## config.mk

```make
export PLATFORM = sky130hd
export DESIGN_NAME = memory_control
export DESIGN_NICKNAME = d
export VERILOG_FILES = /design/src/rtl/memory_control.sv
export SDC_FILE = /design/constraint.sdc
export NUM_CORES = 1
export LEC_CHECK = 0
export CAP_MARGIN = 20
export CORE_MARGIN = 2
export CORE_UTILIZATION = 40
export DETAILED_ROUTE_END_ITERATION = 6
export PLACE_DENSITY_LB_ADDON = 0.1
export SLEW_MARGIN = 20
export SYNTH_ARGS = -nofsm -noshare
export SYNTH_HDL_FRONTEND = slang
export SYNTH_SLANG_ARGS = --single-unit
```

## constraint.sdc

```tcl
create_clock -name CLK -period 6.8 [get_ports CLK]
set_input_delay 1.36 -clock CLK [delete_from_list [all_inputs] [get_ports CLK]]
set_output_delay 1.36 -clock CLK [all_outputs]
set_load 0.01 [all_outputs]
```

## src/rtl/memory_control.sv

```systemverilog
// Memory controller: arbitrates instruction and data requests onto one RAM port.
// Define MEMCTL_STATS_EN to enable the icount/dcount completion counters.
module memory_control #(
    parameter int unsigned ADDR_W  = 32,
    parameter int unsigned DATA_W  = 32,
    parameter int unsigned TIMEOUT = 64
) (
    input  logic              CLK,
    input  logic              RST,
    input  logic              iREN,
    input  logic [ADDR_W-1:0] iaddr,
    input  logic              dREN,
    input  logic              dWEN,
    input  logic [ADDR_W-1:0] daddr,
    input  logic [DATA_W-1:0] dstore,
    output logic              iwait,
    output logic              dwait,
    output logic [DATA_W-1:0] iload,
    output logic [DATA_W-1:0] dload,
    output logic              merr,
    output logic              ramREN,
    output logic              ramWEN,
    output logic [ADDR_W-1:0] ramaddr,
    output logic [DATA_W-1:0] ramstore,
    input  logic [DATA_W-1:0] ramload,
    input  logic              ramready,
    output logic [31:0]       icount,
    output logic [31:0]       dcount
);
    localparam int unsigned CNT_W = (TIMEOUT > 1) ? $clog2(TIMEOUT) : 1;

    typedef enum logic [2:0] {IDLE, DBUSY, IBUSY, DRESP, IRESP} state_t;

    state_t            state, state_nxt;
    logic              last_d, last_d_nxt;
    logic              is_wr, is_wr_nxt;
    logic [CNT_W-1:0]  cnt, cnt_nxt;
    logic [ADDR_W-1:0] addr_nxt;
    logic [DATA_W-1:0] store_nxt, iload_nxt, dload_nxt;
    logic              tmo, tmo_hit;
    logic              iwait_nxt, dwait_nxt, merr_nxt, ren_nxt, wen_nxt;

    assign tmo_hit = (TIMEOUT != 0) && (cnt == CNT_W'(TIMEOUT - 1));

    // State and datapath register; every output is loaded from its precomputed next value
    always_ff @(posedge CLK or posedge RST) begin
        if (RST) begin
            state    <= IDLE;
            last_d   <= 1'b0;
            is_wr    <= 1'b0;
            cnt      <= '0;
            iwait    <= 1'b1;
            dwait    <= 1'b1;
            iload    <= '0;
            dload    <= '0;
            merr     <= 1'b0;
            ramREN   <= 1'b0;
            ramWEN   <= 1'b0;
            ramaddr  <= '0;
            ramstore <= '0;
        end else begin
            state    <= state_nxt;
            last_d   <= last_d_nxt;
            is_wr    <= is_wr_nxt;
            cnt      <= cnt_nxt;
            iwait    <= iwait_nxt;
            dwait    <= dwait_nxt;
            iload    <= iload_nxt;
            dload    <= dload_nxt;
            merr     <= merr_nxt;
            ramREN   <= ren_nxt;
            ramWEN   <= wen_nxt;
            ramaddr  <= addr_nxt;
            ramstore <= store_nxt;
        end
    end

    // Next state: alternating arbitration, RAM completion and timeout abort
    always_comb begin
        state_nxt  = state;
        last_d_nxt = last_d;
        is_wr_nxt  = is_wr;
        cnt_nxt    = cnt;
        addr_nxt   = ramaddr;
        store_nxt  = ramstore;
        iload_nxt  = iload;
        dload_nxt  = dload;
        tmo        = 1'b0;
        unique case (state)
            IDLE: begin
                if (iREN && (last_d || !(dREN || dWEN))) begin
                    state_nxt = IBUSY;
                    addr_nxt  = iaddr;
                    is_wr_nxt = 1'b0;
                end else if (dREN || dWEN) begin
                    state_nxt = DBUSY;
                    addr_nxt  = daddr;
                    store_nxt = dstore;
                    is_wr_nxt = dWEN;
                end
            end
            DBUSY, IBUSY: begin
                cnt_nxt = cnt + CNT_W'(1);
                if (ramready) begin
                    cnt_nxt   = '0;
                    state_nxt = (state == DBUSY) ? DRESP : IRESP;
                    if (state == IBUSY) begin
                        iload_nxt = ramload;
                    end else if (!is_wr) begin
                        dload_nxt = ramload;
                    end
                end else if (tmo_hit) begin
                    cnt_nxt   = '0;
                    tmo       = 1'b1;
                    state_nxt = (state == DBUSY) ? DRESP : IRESP;
                end
            end
            DRESP: begin
                last_d_nxt = 1'b1;
                state_nxt  = IDLE;
            end
            IRESP: begin
                last_d_nxt = 1'b0;
                state_nxt  = IDLE;
            end
            default: state_nxt = IDLE;
        endcase
    end

    // Outputs for the coming cycle, decoded from the next state
    always_comb begin
        ren_nxt   = (state_nxt == IBUSY) || ((state_nxt == DBUSY) && !is_wr_nxt);
        wen_nxt   = (state_nxt == DBUSY) && is_wr_nxt;
        iwait_nxt = (state_nxt != IRESP);
        dwait_nxt = (state_nxt != DRESP);
        merr_nxt  = tmo;
    end

`ifdef MEMCTL_STATS_EN
    logic [31:0] icnt, dcnt;

    // Count only responses that were not timeout aborts
    always_ff @(posedge CLK or posedge RST) begin
        if (RST) begin
            icnt <= '0;
            dcnt <= '0;
        end else begin
            if ((state == IRESP) && !merr) icnt <= icnt + 32'd1;
            if ((state == DRESP) && !merr) dcnt <= dcnt + 32'd1;
        end
    end

    assign icount = icnt;
    assign dcount = dcnt;
`else
    assign icount = '0;
    assign dcount = '0;
`endif

endmodule

```

======== Yosys cells after proc, flatten, opt, wreduce, memory -nomap -nowiden ========
Cells that the tools add are included.
cells by class
  equality and inequality tests ........... 9
  multiplexer cells ....................... 17
  bitwise gates (word level) .............. 3
  reductions and logical operators ........ 16
  add/sub/neg operators ................... 1
operators by type and width
  operator             number
  $mux 32              2
  $mux 3               5
  $mux 6               2
  $eq 3x2->1 const B   3
  $add 6x1->6 const B  1
  $eq 3x1->1 const B   2
  $eq 6x6->1 const B   1
  $mux 1               6
  $pmux 3 s2           1
  $reduce_and 3->1     2
  $reduce_and 4->1     1
  $reduce_bool 2->1    2
  $eq 3x3->1 const B   1
  $logic_and 1x1->1    3
  $logic_not 3->1      1
  $logic_or 1x1->1     3
  $ne 3x2->1 const B   1
  $ne 3x3->1 const B   1
  $not 1->1            3
  $logic_not 1->1      2
  $pmux 1 s2           1
  $reduce_and 2->1     1
  $reduce_or 2->1      1
storage, ports and cells
  output and inout port bits .............. 197
  input port bits ......................... 134
  register bits ........................... 144
  word-level logic and storage cells ...... 59

======== Logic depth before layout (Yosys ltp) ========
Gate-level depths: netlist (run 1).
  word-level depth ........................ 9
  depth in mapped cells ................... 6
  depth with buffers taken out ............ 5

======== Worst setup path before layout (run 1) ========
No wires, ideal clock.
  kind .................................... in2reg
  from .................................... input ramready
  to ...................................... register iload[18]
  stages .................................. 5
  required time ........................... 6.675 ns
  buffers on the path ..................... 3
  setup time .............................. 0.125 ns
  arrival time ............................ 2.474 ns
  slack ................................... 4.201 ns
  cell sequence ........................... clkbuf_1 and3_1 clkbuf_1 buf_2 mux2_2
on the way
  cells in the longest elaborated chain, start to end .. 1
ends and longest elaborated chain
  element                            line  source
  start: declaration                 26    input logic ramready,
  $reduce_and 3->1 (no source line)  n/a
  end signal: assignment             68    iload <= iload_nxt;
  end: declaration                   18    output logic [DATA_W-1:0] iload,
No other way between the ends.
A chain may end at the register's enable or synchronous reset.

======== Worst setup path in the final report (run 1) ========
  from .................................... input dWEN
  to ...................................... register ramstore[31]
on the way
  cells in the longest elaborated chain, start to end .. 6
ends and longest elaborated chain
  element                              line    source
  start: declaration                   13      input logic dWEN,
  $logic_or 1x1->1 *                   91, 95
  $logic_not 1->1                      91      if (iREN && (last_d || !(dREN || dWEN))) begin
  $logic_or 1x1->1                     91
  $logic_and 1x1->1                    91
  $not 1->1 (no source line)           n/a
  $reduce_and 3->1 (no source line) *  n/a
  end signal: assignment               74      ramstore <= store_nxt;
  end: declaration                     24      output logic [DATA_W-1:0] ramstore,
Every way passes the cells marked *; elsewhere a longest branch is shown, timed or not.

==> impl_metrics.tcl, run 1 <==
set metrics [dict create \
    status "finished, final reports clean" \
    drc 0 \
    layout_min_cycle_time_ps 3600 \
    start_kind "input pin" \
    leakage_nw 4.13 \
    final_area_mm2 0.00955 \
    synth.distinct_cells 44 \
    drt_iter0_drc 170 \
    hold_buffers 0 \
    vias_per_cell 4.59 \
    pwr-share-seq_pct 34.6 \
    place_congestion 0.774 \
    grt_pass1_vias 4455 \
    setup_tns_ps 0 \
    final_cells 983 \
    initial_core_util_pct 40.5 \
    yosys_warnings 0 \
    drv_cap 0 \
    routed_wl_mm 15.1 \
    slew_headroom_pct 31.8 \
    p_int_mw 3.00 \
    grt_max_degree 92 \
    period_share_pct 53.0 \
    die_y_um 130 \
    clkTransAtPathRegs_ps 60 \
    die_area_mm2 0.0169 \
    cp_slowest_cell "nand2_2" \
    nNetsFinal 889 \
    synth_commonest_cells "dfrtp_1 (142), mux2_2 (79), buf_4 (65)" \
    final.setup_skew_ps 5.51 \
    clockPowerShare_pct 22.3 \
    ys_ff_latch 144 \
    end_kind "flip-flop" \
    grt_first_pass_wirelength_mm 22.6 \
    core-area_mm2 0.0157 \
    cts_tree "done" \
    grt_usage_pct 17.5 \
    syn_area_mm2 0.00633 \
    worstPathRequired_ps 7100 \
    cp.buffers_inverters 2 \
    synth_edf_count 0 \
    die_w_um 130 \
    ios 331 \
    area_delta_synth_final_pct 50.8 \
    h-tree-depth 4 \
    netlist_instances 489 \
    clock.fmax_mhz 278 \
    num_rows 46 \
    tightest_slew_ps 1020 \
    first_pass_iters 4 \
    wl_per_cell_um 15.4 \
    globalRouteOverflowTotal 0 \
    synthArstFlopShare_pct 100 \
    switching_share_pct 31.1 \
    powerDensity_mw_per_mm2 456 \
    synth_most_common_cell "dfrtp_1" \
    avgSynthCellArea_um2 13.0 \
    rsz0062_at_grt "no" \
    drv_slew 0 \
    p_comb_share_pct 43.2 \
    clkSinkCount 144 \
    clk_path_buf_depth 2 \
    antenna_found_initial 1 \
    n_fill_cell 1271 \
    vias 4508 \
    dpl-instance-area_mm2 0.00893 \
    n_antenna_cell 0 \
    worstPathArrival_ps 3900 \
    ctsResizeCount 0 \
    path_cells "clkdlybuf4s50_1, o21bai_1, nand2_2, nor3b_4, buf_4, mux2_2" \
    ys_seq_area_share_pct 56.9 \
    critPathKind "in -> reg" \
    crit_family "simple AND/OR/NAND/NOR gates" \
    cts_made_buffers 17 \
    synthTopCellsByArea "dfrtp_1 (56%), mux2_2 (14%), buf_4 (7.7%), mux2i_1 (5.1%), mux2_1 (3.2%)" \
    ir_worst_vdd_mv 0.197 \
    dp_hpwl_mm 11.1 \
    root_buffer "clkbuf_16" \
    clkLatencyLatePin_ps 410 \
    synth_top_area_share_pct 56.1 \
    ant_nets 0 \
    setup_viol 0 \
    synth_ff_type "dfrtp_1" \
    finalPower_mw 4.36 \
    hp-class "reg -> reg" \
    dp_cells 951 \
    critPathMaxStageDelay_ps 750 \
    drive_above_1_share_pct 16.3 \
    synth_top_cell_by_area "dfrtp_1" \
    p_sw_mw 1.36 \
    crit_path_max_fanout 35 \
    numPortBuffers 266 \
    post_cts.repair.setup_buffers 0 \
    final_util_pct 61.0 \
    hold_viol 0 \
]
[cells by family (layout without fill, tap and decap cells)]
group                    count (synthesis)  count (layout)  synth area share (%)
AND/OR/NAND/NOR                         63              63                  5.25
flip-flops                             144             144                  56.9
adder cells (fa/ha/maj)                  1               1                 0.197
XOR/XNOR                                 1               1                 0.138
AO/OA/AOI/OAI                           56              56                  4.98
multiplexers                           129             129                  22.3
other                                    1              64                0.0592
buffers and inverters                   94             309                  10.2
[routing by layer]
metal,GRT usage [%],up-vias,part of all wire [%]
met5,0,-,0.13
met4,6.70,2,1.9
met3,6.64,27,9.1
met2,28.2,212,49
met1,21.3,2173,40
li1,-,2094,-
[layout by cell type (no fill, tap or decap), types with 2 or more instances in the layout]
cell type / instances
clkbuf_16: 17
a21oi_1: 34
clkinv_4: 3
nand2_1: 5
and3_1: 2
nor4b_1: 2
inv_1: 5
nand2b_1: 2
dfrtp_1: 142
inv_6: 3
o21ai_0: 9
clkbuf_8: 3
clkdlybuf4s50_1: 266
nand3_1: 2
nor2_1: 36
clkinvlp_4: 2
buf_4: 5
o21bai_1: 2
conb_1: 64
nor3_1: 2
a211oi_1: 2
mux2_2: 79
mux2_1: 18
bufinv_16: 3
mux2i_1: 32
dfstp_2: 2
a22o_1: 2
[power groups by stage]
stage | clock (mW) | sequential, mW | combinational [mW]
finish | 0.970 | 1.51 | 1.88
global route | 1.04 | 1.56 | 2.01
CTS | 0.997 | 1.51 | 1.91
detailed placement | 0 | 1.52 | 1.90
global placement | 0 | 1.50 | 1.87
floorplan | 0 | 1.67 | 0.743
[state kept, by name, indices dropped and copies added, names as in the netlist, 3 cells and up]
register  cells
dload        32
iload        32
cnt           6
ramaddr      32
state         3
ramstore     32
[path summary, 6_finish.rpt]
path | start | endpoint | slack (ps) | depth (start not counted)
max in group asynchronous | RST | last_d | 4080 | 3
worst max-delay path | dWEN | ramstore[31] | 3200 | 6
worst max register to register | last_d | ramstore[31] | 4220 | 5
worst min-delay path | ramstore[17] | ramstore[17] | 480 | 1
worst min register to register | ramstore[17] | ramstore[17] | 480 | 1
min in group asynchronous | RST | state[2] | 1520 | 2
[stage by stage]
stage	setup slack (ps)	hold slack, ps
4_1_cts	3180	488
3_5_place_dp	2730	474
6_report	3200	483
2_1_floorplan	1580	465
5_1_grt	3010	506
3_3_place_gp	2820	467
[worst register-to-register path, delay by kind of cell, from the launching register on]
family / cells / cell delay, ps
AND/OR/NAND/NOR: 2 / 1070
flip-flops: 1 / 400
AO/OA/AOI/OAI: 1 / 190
multiplexers: 1 / 400
buffers and inverters: 1 / 400
[cell type report]
type	count	area, um2	share of cell area (%)
Timing Repair Buffer	271	2700	28.3
Inverter	6	27.5	0.288
Tap cell	216	270	2.83
Sequential cell	144	3610	37.8
Clock buffer	21	470	4.93
Clock inverter	11	154	1.61
Multi-Input combinational cell	314	2320	24.3
No activity file was read; power rests on OpenSTA's default activity.
==> run 2, diff against run 1 <==
- CORE_UTILIZATION: 40 -> 36
- clock period: 6.8 -> 2.91 ns (I/O delays scaled with it)
==> run 2 against run 1 <==
Effect of this change:
- non-clock buffer count up 3
- clock skew increased by 4.0 ps
- critical path depth fell by 5
- largest power group unchanged
- final area up 1.1%
==> impl_metrics.tcl, run 2 (synthesized netlist as in run 1, its figures left out) <==
set metrics [dict create \
    final_util_pct 56.0 \
    clock.fmax_mhz 486 \
    worstPathRequired_ps 2330 \
    final.setup_skew_ps 9.46 \
    vias_per_cell 4.51 \
    nNetsFinal 892 \
    cts_made_buffers 17 \
    hold_ws_ps 486 \
    final_common_cell "clkdlybuf4s50_1" \
    initial_core_util_pct 36.8 \
    rsz0062_at_grt "no" \
    h-tree-depth 4 \
    place_congestion 0.802 \
    grt_pass1_vias 4614 \
    num_rows 48 \
    routed_wl_mm 15.2 \
    ant_nets 0 \
    min-delay-start "ramstore[12]" \
    cp_slowest_cell "clkdlybuf4s50_1" \
    grt_first_pass_wirelength_mm 23.2 \
    clk_path_buf_depth 2 \
    dp_hpwl_mm 11.3 \
    globalRouteOverflowTotal 0 \
    leakage_nw 4.15 \
    core-area_mm2 0.0172 \
    die_y_um 137 \
    setup_tns_ps 0 \
    hold_viol 0 \
    vias 4487 \
    numPortBuffers 266 \
    grt_max_degree 65 \
    critPathLaunch "dwait" \
    grt_usage_pct 16.2 \
    drv_slew 0 \
    powerDensity_mw_per_mm2 1060 \
    tightest_slew_ps 574 \
    clkLatencyLatePin_ps 410 \
    wl_per_cell_um 15.3 \
    die_area_mm2 0.0187 \
    period_share_pct 70.7 \
    root_buffer "clkbuf_16" \
    drv_cap 0 \
    hp-class "reg -> reg" \
    layout_min_cycle_time_ps 2060 \
    status "finished, final reports clean" \
    path_cells "clkdlybuf4s50_1" \
    end_kind "output port" \
    critPathKind "reg -> out" \
    cp.buffers_inverters 1 \
    start_kind "flip-flop" \
    drc 0 \
    antenna_found_initial 0 \
    crit_family "buffers and inverters" \
    clkTransAtPathRegs_ps 60 \
    ctsResizeCount 0 \
    cts_tree "done" \
    ir_worst_vdd_mv 0.417 \
    worstPathArrival_ps 1480 \
    area_delta_synth_final_pct 52.5 \
    post_cts.repair.setup_buffers 0 \
    slew_headroom_pct 61.7 \
    n_fill_cell 1444 \
    crit_path_max_fanout 1 \
    first_pass_iters 4 \
    clkSinkCount 144 \
    setup_viol 0 \
    die_w_um 137 \
    drt_iter0_drc 143 \
    drive_above_1_share_pct 16.6 \
    hold_buffers 0 \
    final_cell_mix "clkdlybuf4s50_1 (266), dfrtp_1 (142), mux2_2 (79)" \
    reg2reg_from "cnt[0]" \
    critPathMaxStageDelay_ps 560 \
    n_antenna_cell 0 \
    ios 331 \
]
-- run 2: cell count changes in the layout (fill, tap and decap cells not counted), sizes merged --
cell      before  now
clkinvlp       2    6
buf            5    8
clkbuf        21   19
clkinv         4    2
inv            8    7
-- run 2: area by class of cell --
type,instances,area [um2],area share [%]
clock buffers,19,453,4.69
inverters,6,26.3,0.272
repair buffers,274,2810,29.1
flip-flops and latches,144,3610,37.3
multi-input cells,314,2320,24.0
well taps,225,282,2.91
clock inverters,12,159,1.65
-- run 2: report_power, final --
group	internal (mW)	switching [mW]	leakage (nW)
Combinational	2.66	1.79	2.18
Sequential	2.98	0.525	1.70
Clock	1.39	0.843	0.284
-- run 2: metal layers --
metal / vias to the layer above / track usage (%) / share of wire, %
met5: - / 0 / 0
met4: 0 / 7.06 / 2.4
met3: 23 / 6.85 / 9.9
met2: 213 / 26.6 / 49
met1: 2148 / 18.4 / 39
li1: 2103 / - / -
-- run 2: path summary, 6_finish.rpt --
check	end	slack, ps	cells after the start
worst max-delay path	dwait	850	1
worst min-delay path	ramstore[12]	490	1
worst max register to register	ramREN	1030	5
worst min register to register	ramstore[12]	490	1
max in group asynchronous	dwait	1660	3
min in group asynchronous	iload[21]	570	2
-- run 2: through the flow --
| stage | area [um2] | cells | setup WS [ps] | power, mW |
|---|---|---|---|---|
| floorplan | 6580 | 552 | 525 | 5.64 |
| global placement | 9050 | 963 | 580 | 7.95 |
| detailed placement | 9050 | 963 | 536 | 8.06 |
| CTS | 9660 | 994 | 815 | 10.3 |
| global route | 9660 | 994 | 809 | 10.9 |
| finish | 9660 | 994 | 852 | 10.2 |
